### src/rtl/rv32i_types_pkg.sv
// Shared RV32I core types: register index, completion-buffer tag, scoreboard sizing.
// Latency: n/a (types and constants only).
// Backpressure: n/a.
package rv32i_types_pkg;

  localparam int SB_NUM_REGS = 32;
  localparam int SB_TAG_W    = 4;
  localparam int SB_NUM_WB   = 2;

  typedef logic [SB_TAG_W-1:0] cb_tag_t;
  typedef logic [4:0]          reg_idx_t;

endpackage

### src/rtl/sb_popcount.sv
// Parameterised combinational population count of a bit vector.
// Latency: combinational, zero cycles.
// Backpressure: none.
// Ports: vec_i (W bits to count), cnt_o (OUT_W-bit count of set bits).
module sb_popcount #(
  parameter int W     = 32,
  parameter int OUT_W = 6
) (
  input  logic [W-1:0]     vec_i,
  output logic [OUT_W-1:0] cnt_o
);

  always_comb begin
    cnt_o = '0;
    for (int i = 0; i < W; i++) begin
      cnt_o = cnt_o + OUT_W'(vec_i[i]);
    end
  end

endmodule

### src/rtl/ooo_reg_scoreboard.sv
// Register-status table: per-register in-flight flag plus completion-buffer tag of its writer.
// Latency: queries are combinational from state; set/clear/flush take effect on the next edge.
// Backpressure: none; the hazard unit stalls dispatch on rd_busy to avoid WAW overwrites.
// Optional macro SCOREBOARD_WB_BYPASS_EN: busy queries also read 0 for a register that a
// same-cycle writeback is clearing (register file must forward that writeback data).
// Ports: CLK/RST (async active-high); dispatch_* set an entry; rs1/rs2/rd are decode queries
// returning rs1_busy/rs2_busy/rd_busy and rs1_tag/rs2_tag; wb_valid/wb_rd/wb_tag are packed
// per-port writebacks; flush clears all busy bits; all_idle/busy_count summarise occupancy.
module ooo_reg_scoreboard
  import rv32i_types_pkg::*;
#(
  parameter int NUM_REGS = SB_NUM_REGS,
  parameter int TAG_W    = SB_TAG_W,
  parameter int NUM_WB   = SB_NUM_WB
) (
  input  logic                    CLK,
  input  logic                    RST,
  input  logic                    dispatch_valid,
  input  logic                    dispatch_wen,
  input  reg_idx_t                dispatch_rd,
  input  logic [TAG_W-1:0]        dispatch_tag,
  input  reg_idx_t                rs1,
  input  reg_idx_t                rs2,
  input  reg_idx_t                rd,
  input  logic [NUM_WB-1:0]       wb_valid,
  input  logic [NUM_WB*5-1:0]     wb_rd,
  input  logic [NUM_WB*TAG_W-1:0] wb_tag,
  input  logic                    flush,
  output logic                    rs1_busy,
  output logic                    rs2_busy,
  output logic                    rd_busy,
  output logic [TAG_W-1:0]        rs1_tag,
  output logic [TAG_W-1:0]        rs2_tag,
  output logic                    all_idle,
  output logic [5:0]              busy_count
);

  logic [NUM_REGS-1:0]            busy_q, busy_d;
  logic [NUM_REGS-1:0][TAG_W-1:0] tag_q, tag_d;
  logic [5:0]                     cnt_q, cnt_d;

  logic [NUM_REGS-1:0]            clr_vec;
  logic [NUM_REGS-1:0]            live;
  logic                           dispatch_hit;

  assign dispatch_hit = dispatch_valid && dispatch_wen && (dispatch_rd != '0);

  // A writeback only retires the entry if its tag still owns the register;
  // a mismatch means a younger writer has since taken it over.
  always_comb begin
    clr_vec = '0;
    for (int p = 0; p < NUM_WB; p++) begin
      for (int r = 1; r < NUM_REGS; r++) begin
        if (wb_valid[p] && (wb_rd[p*5 +: 5] == reg_idx_t'(r)) && busy_q[r] &&
            (tag_q[r] == wb_tag[p*TAG_W +: TAG_W])) begin
          clr_vec[r] = 1'b1;
        end
      end
    end
  end

  // Flush beats everything (tags are left alone); a dispatch set beats a clear of the same reg.
  always_comb begin
    busy_d = busy_q;
    tag_d  = tag_q;
    if (flush) begin
      busy_d = '0;
    end else begin
      busy_d = busy_q & ~clr_vec;
      if (dispatch_hit) begin
        busy_d[dispatch_rd] = 1'b1;
        tag_d[dispatch_rd]  = dispatch_tag;
      end
    end
    busy_d[0] = 1'b0;
    tag_d[0]  = '0;
  end

  sb_popcount #(
    .W     (NUM_REGS),
    .OUT_W (6)
  ) u_popcount (
    .vec_i (busy_d),
    .cnt_o (cnt_d)
  );

  always_ff @(posedge CLK or posedge RST) begin
    if (RST) begin
      busy_q <= '0;
      tag_q  <= '0;
      cnt_q  <= '0;
    end else begin
      busy_q <= busy_d;
      tag_q  <= tag_d;
      cnt_q  <= cnt_d;
    end
  end

`ifdef SCOREBOARD_WB_BYPASS_EN
  assign live = busy_q & ~clr_vec;
`else
  assign live = busy_q;
`endif

  assign rs1_busy   = (rs1 != '0) && live[rs1];
  assign rs2_busy   = (rs2 != '0) && live[rs2];
  assign rd_busy    = (rd  != '0) && live[rd];
  assign rs1_tag    = (rs1 != '0) ? tag_q[rs1] : '0;
  assign rs2_tag    = (rs2 != '0) ? tag_q[rs2] : '0;
  assign busy_count = cnt_q;
  assign all_idle   = (cnt_q == '0);

`ifndef SYNTHESIS
  // Dispatching over a live writer silently drops the older tag; rd_busy should have stalled it.
  a_no_waw_dispatch: assert property (@(posedge CLK) disable iff (RST)
    !(dispatch_hit && !flush && busy_q[dispatch_rd] && !clr_vec[dispatch_rd]));
`endif

endmodule
### config.mk
export PLATFORM = sky130hd
export DESIGN_NAME = ooo_reg_scoreboard
export DESIGN_NICKNAME = d
export VERILOG_FILES = /design/src/rtl/rv32i_types_pkg.sv /design/src/rtl/sb_popcount.sv /design/src/rtl/ooo_reg_scoreboard.sv
export SDC_FILE = /design/constraint.sdc
export NUM_CORES = 1
export LEC_CHECK = 0
export ABC_AREA = 1
export CAP_MARGIN = 20
export CORE_ASPECT_RATIO = 1.75
export CORE_MARGIN = 3
export CORE_UTILIZATION = 45
export CTS_BUF_LIST = sky130_fd_sc_hd__clkbuf_8
export DETAILED_ROUTE_END_ITERATION = 7
export HOLD_SLACK_MARGIN = 0.08
export PLACE_DENSITY_LB_ADDON = 0.08
export SLEW_MARGIN = 20
export SYNTH_ARGS = -nofsm -noshare
export SYNTH_HDL_FRONTEND = slang
export SYNTH_SLANG_ARGS = --single-unit
### constraint.sdc
create_clock -name CLK -period 8.7 [get_ports CLK]
set_clock_uncertainty 0.05 [all_clocks]
set_input_delay 1.74 -clock CLK [delete_from_list [all_inputs] [get_ports CLK]]
set_output_delay 1.74 -clock CLK [all_outputs]
set_load 0.005 [all_outputs]
==> results.txt, run 1 <==
final hold vios -> 0
post-synthesis adder-cell area fraction -> 3.872%
reg2reg setup slack -> 2.87 ns
largest family of logic cells by synthesized area -> simple AND/OR/NAND/NOR gates
hold path depth -> 2
drt drc -> 0
worst path bufs/invs -> 6
Post-synth EDFFs -> 0
Final min period -> 7.746 ns
hold wc startpoint -> tag_q[93]$_DFFE_PP0P_
Core Area -> 0.03233 mm2
max-slew violation count -> 0
Critical Path RT -> 9.10 ns
drt initial violations -> 2504
Num CTS Buffers -> 17
Tcrit/Tclk final -> 89.03%
Crit. End Element -> register
fmax -> 129.1 MHz
Synth area leaders -> dfrtp_1 27%, nand2_1 19%, nand3_1 13%
hold-critical path endpoint -> tag_q[93]$_DFFE_PP0P_
worst slew pin tran -> 1.091 ns
GPL Wtd Cong -> 1.069
post-synth top area share -> 27.22%
Max FO, Critical Path -> 4
number of global-route vias before repair -> 17029
Worst-path clk slew -> 0.10 ns
# setup viols final -> 0
# resized after CTS -> 0
Root Driver -> clkbuf_8
postcts setup bufs -> 0
worst setup path startpoint -> wb_rd[0]
worst path cell trace -> clkdlybuf4s50_1, inv_1, nor2_1, nand2_1, nor2_1, nand3_1, nand3_1, nand2_1, inv_1, fa_1, fa_1, inv_1, fa_1, inv_1, fa_1, fa_1, fa_1, inv_1, ha_1, fa_1, a21oi_1, nor2_1, nor2_1, xnor2_1
final setup TNS -> 0 ns
die width -> 143.1 um
CP Launch Type -> primary input
CP dominant cell by count -> fa_1
mapped cell area -> 0.01480 mm2
P&R area growth vs syn -> 9.545%
xor/xnor share of the synthesized area -> 2.900%
area leader, netlist -> dfrtp_1
first-pass GRT wire length -> 113900 um
Reg2Reg Launch Point -> busy_q[9]$_DFF_PP0_
mux cell area share after synthesis -> 0%
RSZ-0062 raised after global routing -> false
Die Ht -> 245.9 um
synthesis-stage register bit count -> 161
sequential share of the synthesized area -> 27.22%
largest net degree at the start of global routing -> 76
Top delay family on crit path -> adder cells
DR vias/cell -> 6.301
Starting Density -> 45.78%
yosys warns -> 0
FF+latch area -> 0.004029 mm2
worst hold path class -> reg2reg
Worst path max stage delay -> 0.53 ns
Critical-path top delay cell -> clkdlybuf4s50_1
clk_lat worst skew -> 0.52 ns
Post-CTS Hold Buffers -> 0
total global routing overflow -> 0
RR Endpoint -> busy_count[4]$_DFF_PP0_
H-tree depth -> 4
Synth Area in Simple Gates -> 44.47%
main flop type after synthesis -> dfrtp_1
Boundary Pins -> 67
Rel. slew slack -> 27.30%
CTS tree -> done
clock sink count -> 161
number of distinct library cells after synthesis -> 38
WL final -> 79110 um
Total GRT Usage -> 45.02%
Cells after Synth -> 2432
Compound-Gate Fraction of Synth Area -> 10.29%
Final Net Count -> 2521
layout cells sized above 1 -> 5.830%
Max Root-Sink Buffers -> 2
Die ar. -> 0.03518 mm2
max_cap viols -> 0
mean post-synth cell area -> 6.085 um2
Final ANT Viol Nets -> 0
maximum vdd drop -> 0.1053 mV
Fin Hold WS -> 0.4577 ns
First-pass DRT Iterations -> 7
run status -> finished clean
HPWL Detailed -> 55240 um
count leader, synth -> nand2_1
Setup WS post-layout -> 0.9544 ns
Crit Path Class -> in2reg
Leakage -> 8.012 nW
PwrDens -> 131.4 mW/mm2
R2R cell count -> 18
overall via count from detail_route -> 17990
Post-synth top cells -> 753 x nand2_1, 398 x nand3_1, 283 x nor2_1, 243 x inv_1, 189 x o21ai_0
Crit path arrival time -> 8.14 ns
WL/cell -> 27.71 um
asr flop ratio synth -> 100.0%
pre-CTS setup slack -> 0.6166 ns
layout filler cell count -> 3464
Syn Nets -> 2513
multi-input gate area in the final layout -> 0.009107 mm2
initial antenna violation count -> 6
Std-Cell Rows -> 87
port buffer count -> 66
==> worst register-to-register path, delay by kind of cell, from the launching register on <==
family | cells | cell delay [ns]
AOI/OAI and AO/OA | 1 | 0.15
adders and majority gates | 8 | 3.51
DFF | 1 | 0.37
buffers and inverters | 3 | 0.23
xor gates and xnor gates | 1 | 0.13
and+or+nand+nor | 5 | 1.34
==> sequential cells by signal, summed over array words and instances (netlist names) <==
register    cells
busy_q         31
tag_q         124
busy_count      6
==> how the worst max path moves through the flow <==
stage          cells past startpoint                      end  slack [ns]
2_1_floorplan                     24  busy_count[4]$_DFF_PP0_        1.80
3_3_place_gp                      22  busy_count[4]$_DFF_PP0_        0.66
3_5_place_dp                      22  busy_count[4]$_DFF_PP0_        0.62
4_1_cts                           22  busy_count[4]$_DFF_PP0_        1.11
5_1_grt                           24  busy_count[4]$_DFF_PP0_        0.89
6_report                          24  busy_count[4]$_DFF_PP0_        0.95
==> metal layers <==
layer / global-route usage [%] / wire length [um] / up-vias
met3: 11.01 / 8431 / 543
met1: 50.33 / 26120 / 8207
met2: 69.21 / 35050 / 1435
met5: 0 / 46 / -
li1: - / - / 7799
met4: 41.52 / 9461 / 6
==> per-stage QoR <==
stage          instances  power [mW]  util (%)  instance area, um2
5_1_grt             2853       2.215     50.13               16210
2_1_floorplan       2432       1.238         -               14800
3_5_place_dp        2821       1.493     48.86               15800
4_1_cts             2853       2.102     50.13               16210
6_report            2855       2.129     50.15               16210
3_3_place_gp        2821       1.487     48.86               15800
==> layout by cell type (no fill, tap or decap), types with 2 or more instances in the layout <==
cell type        count
nand2_4              5
clkinvlp_4           4
nand3_2              6
nand3b_1             2
nor3_1              15
buf_2                3
o21ai_1             18
inv_2               10
nand2_2              5
and2_1               2
clkdlybuf4s50_1     63
o21ai_0            189
a21oi_1             32
xnor2_1              2
clkbuf_8            19
inv_1              239
nor2_4               3
dfrtp_1            161
xor2_1              47
nand4_4             11
nand4_1             14
buf_4               51
nand2_1            753
inv_6                5
ha_1                 9
o22ai_1             51
nor2_2               2
nor2_1             283
diode_2              2
nand3_1            398
buf_12               8
nand4_2              4
bufinv_16            2
clkinv_1             7
fa_1                23
==> area by class of cell <==
class,instances,share of cell area (%)
Clock buffer,19,1.613
Inverter,257,5.989
Clock inverter,13,0.9184
Timing Repair Buffer,125,7.332
Multi-Input combinational cell,1878,56.18
Antenna cell,2,0.03087
Sequential cell,161,24.85
Tap cell,400,3.087
==> where the power goes <==
group,switching [mW],internal [mW]
sequential,0.0718,0.796
clock,0.340,0.275
combinational,0.449,0.198
total,0.861,1.27
==> logic make-up after synthesis <==
logic type / Yosys count
xor+xnor: 49
simple gates: 1506
fa+ha+maj: 32
compound gates: 291
flops: 161
buf+inv: 393
No activity file was read; power rests on OpenSTA's default activity.
==> run 2, diff against run 1 <==
CTS_CLUSTER_DIAMETER = 40   (was not set)
clock period = 9.8 ns   (was 8.7 ns; I/O delays follow)
==> results.txt, run 2 (synthesized netlist as in run 1, its figures left out) <==
reg2reg setup slack -> 4.02 ns
run status -> finished clean
Leakage -> 7.895 nW
Final Net Count -> 2504
Starting Density -> 45.78%
drt initial violations -> 2362
Final ANT Viol Nets -> 0
WL/cell -> 26.46 um
HPWL Detailed -> 51520 um
R2R cell count -> 21
final hold vios -> 0
initial antenna violation count -> 4
Final min period -> 8.192 ns
maximum vdd drop -> 0.09033 mV
Max Root-Sink Buffers -> 2
Reg2Reg Launch Point -> tag_q[8]$_DFFE_PP0P_
Crit. End Element -> register
Root Driver -> clkbuf_8
most common cell after layout, fill and taps aside -> nand2_1
total global routing overflow -> 0
Worst-path clk slew -> 0.10 ns
Num CTS Buffers -> 17
max_cap viols -> 0
first-pass GRT wire length -> 109700 um
Std-Cell Rows -> 87
PwrDens -> 116.2 mW/mm2
max reg flops -> 124
P&R area growth vs syn -> 8.007%
layout cells sized above 1 -> 5.296%
Post-CTS Hold Buffers -> 0
CP Launch Type -> primary input
# setup viols final -> 0
DR vias/cell -> 6.184
Max FO, Critical Path -> 17
RR Endpoint -> busy_count[4]$_DFF_PP0_
Crit Path Class -> in2reg
GPL Wtd Cong -> 1.027
number of global-route vias before repair -> 16647
hold-critical path endpoint -> tag_q[93]$_DFFE_PP0P_
overall via count from detail_route -> 17555
Die Ht -> 245.9 um
fmax -> 122.1 MHz
Critical Path RT -> 10.20 ns
hold wc startpoint -> tag_q[93]$_DFFE_PP0P_
Tcrit/Tclk final -> 83.59%
Crit path arrival time -> 8.59 ns
Total GRT Usage -> 42.88%
die width -> 143.1 um
Die ar. -> 0.03518 mm2
worst hold path class -> reg2reg
hold path depth -> 2
WL final -> 75120 um
H-tree depth -> 4
largest net degree at the start of global routing -> 76
Rel. slew slack -> 23.37%
port buffer count -> 66
# resized after CTS -> 0
drt drc -> 0
First-pass DRT Iterations -> 6
Core Area -> 0.03233 mm2
postcts setup bufs -> 0
commonest cells after routing, fill and taps aside -> 753 x nand2_1, 398 x nand3_1, 282 x nor2_1
worst slew pin tran -> 1.149 ns
Boundary Pins -> 67
RSZ-0062 raised after global routing -> false
most flop-heavy register -> tag_q
clk_lat worst skew -> 0.53 ns
CTS tree -> done
max-slew violation count -> 0
clock sink count -> 161
Tot Pwr -> 1.858 mW
final setup TNS -> 0 ns
[run 2: cell type report]
class	instances	area (um2)
fillers	3445	16350
repair buffers	108	960.9
flip-flops and latches	161	4029
diodes	3	7.507
well taps	400	500.5
clock buffers	18	247.7
inverters	257	972.2
clock inverters	14	156.4
multi-input cells	1878	9110
[run 2: power by group]
| part | internal, mW | switching, mW |
|---|---|---|
| registers | 0.707 | 0.0598 |
| clock network | 0.236 | 0.304 |
| logic | 0.167 | 0.384 |
| total | 1.11 | 0.748 |
[run 2: per-layer routing]
layer  part of all wire [%]  up-vias  track usage [%]  routed length (um)
met1                     33     7956            47.17               24700
met3                     10      495            10.22                7506
met2                     45     1327            66.31               33730
li1                       -     7775                -                   -
met5                  0.075        -                0                  56
met4                     12        2            40.91                9130
[run 2: critical path: stages]
cell,delay (ns)
clkdlybuf4s50_1,0.48
inv_2,0.16
and3_2,0.56
buf_4,0.41
nand4_2,0.30
nand2_1,0.28
inv_1,0.09
fa_1,0.51
fa_1,0.52
inv_1,0.05
fa_1,0.49
inv_1,0.06
fa_1,0.57
fa_1,0.45
fa_1,0.50
inv_1,0.04
ha_1,0.21
fa_1,0.45
a21oi_1,0.15
nor2_1,0.06
nor2_1,0.14
xnor2_1,0.13
[run 2: through the flow]
stage	util, %	cells	area, um2	setup slack (ns)	hold WS [ns]
3_5_place_dp	48.17	2804	15570	1.139	0.4294
2_1_floorplan	-	2432	14800	2.679	0.4030
3_3_place_gp	48.17	2804	15570	1.130	0.4237
4_1_cts	49.42	2836	15980	1.647	0.4538
6_report	49.44	2839	15980	1.608	0.4627
5_1_grt	49.43	2837	15980	1.363	0.4651
[run 2: how the worst max path moves through the flow]
stage,from,endpoint,slack (ns)
after global placement,flush,busy_count[4]$_DFF_PP0_,1.13
after global routing,flush,busy_count[4]$_DFF_PP0_,1.36
final,flush,busy_count[4]$_DFF_PP0_,1.61
after floorplan,wb_tag[6],busy_count[4]$_DFF_PP0_,2.68
after CTS,flush,busy_count[4]$_DFF_PP0_,1.65
after detailed placement,flush,busy_count[4]$_DFF_PP0_,1.14
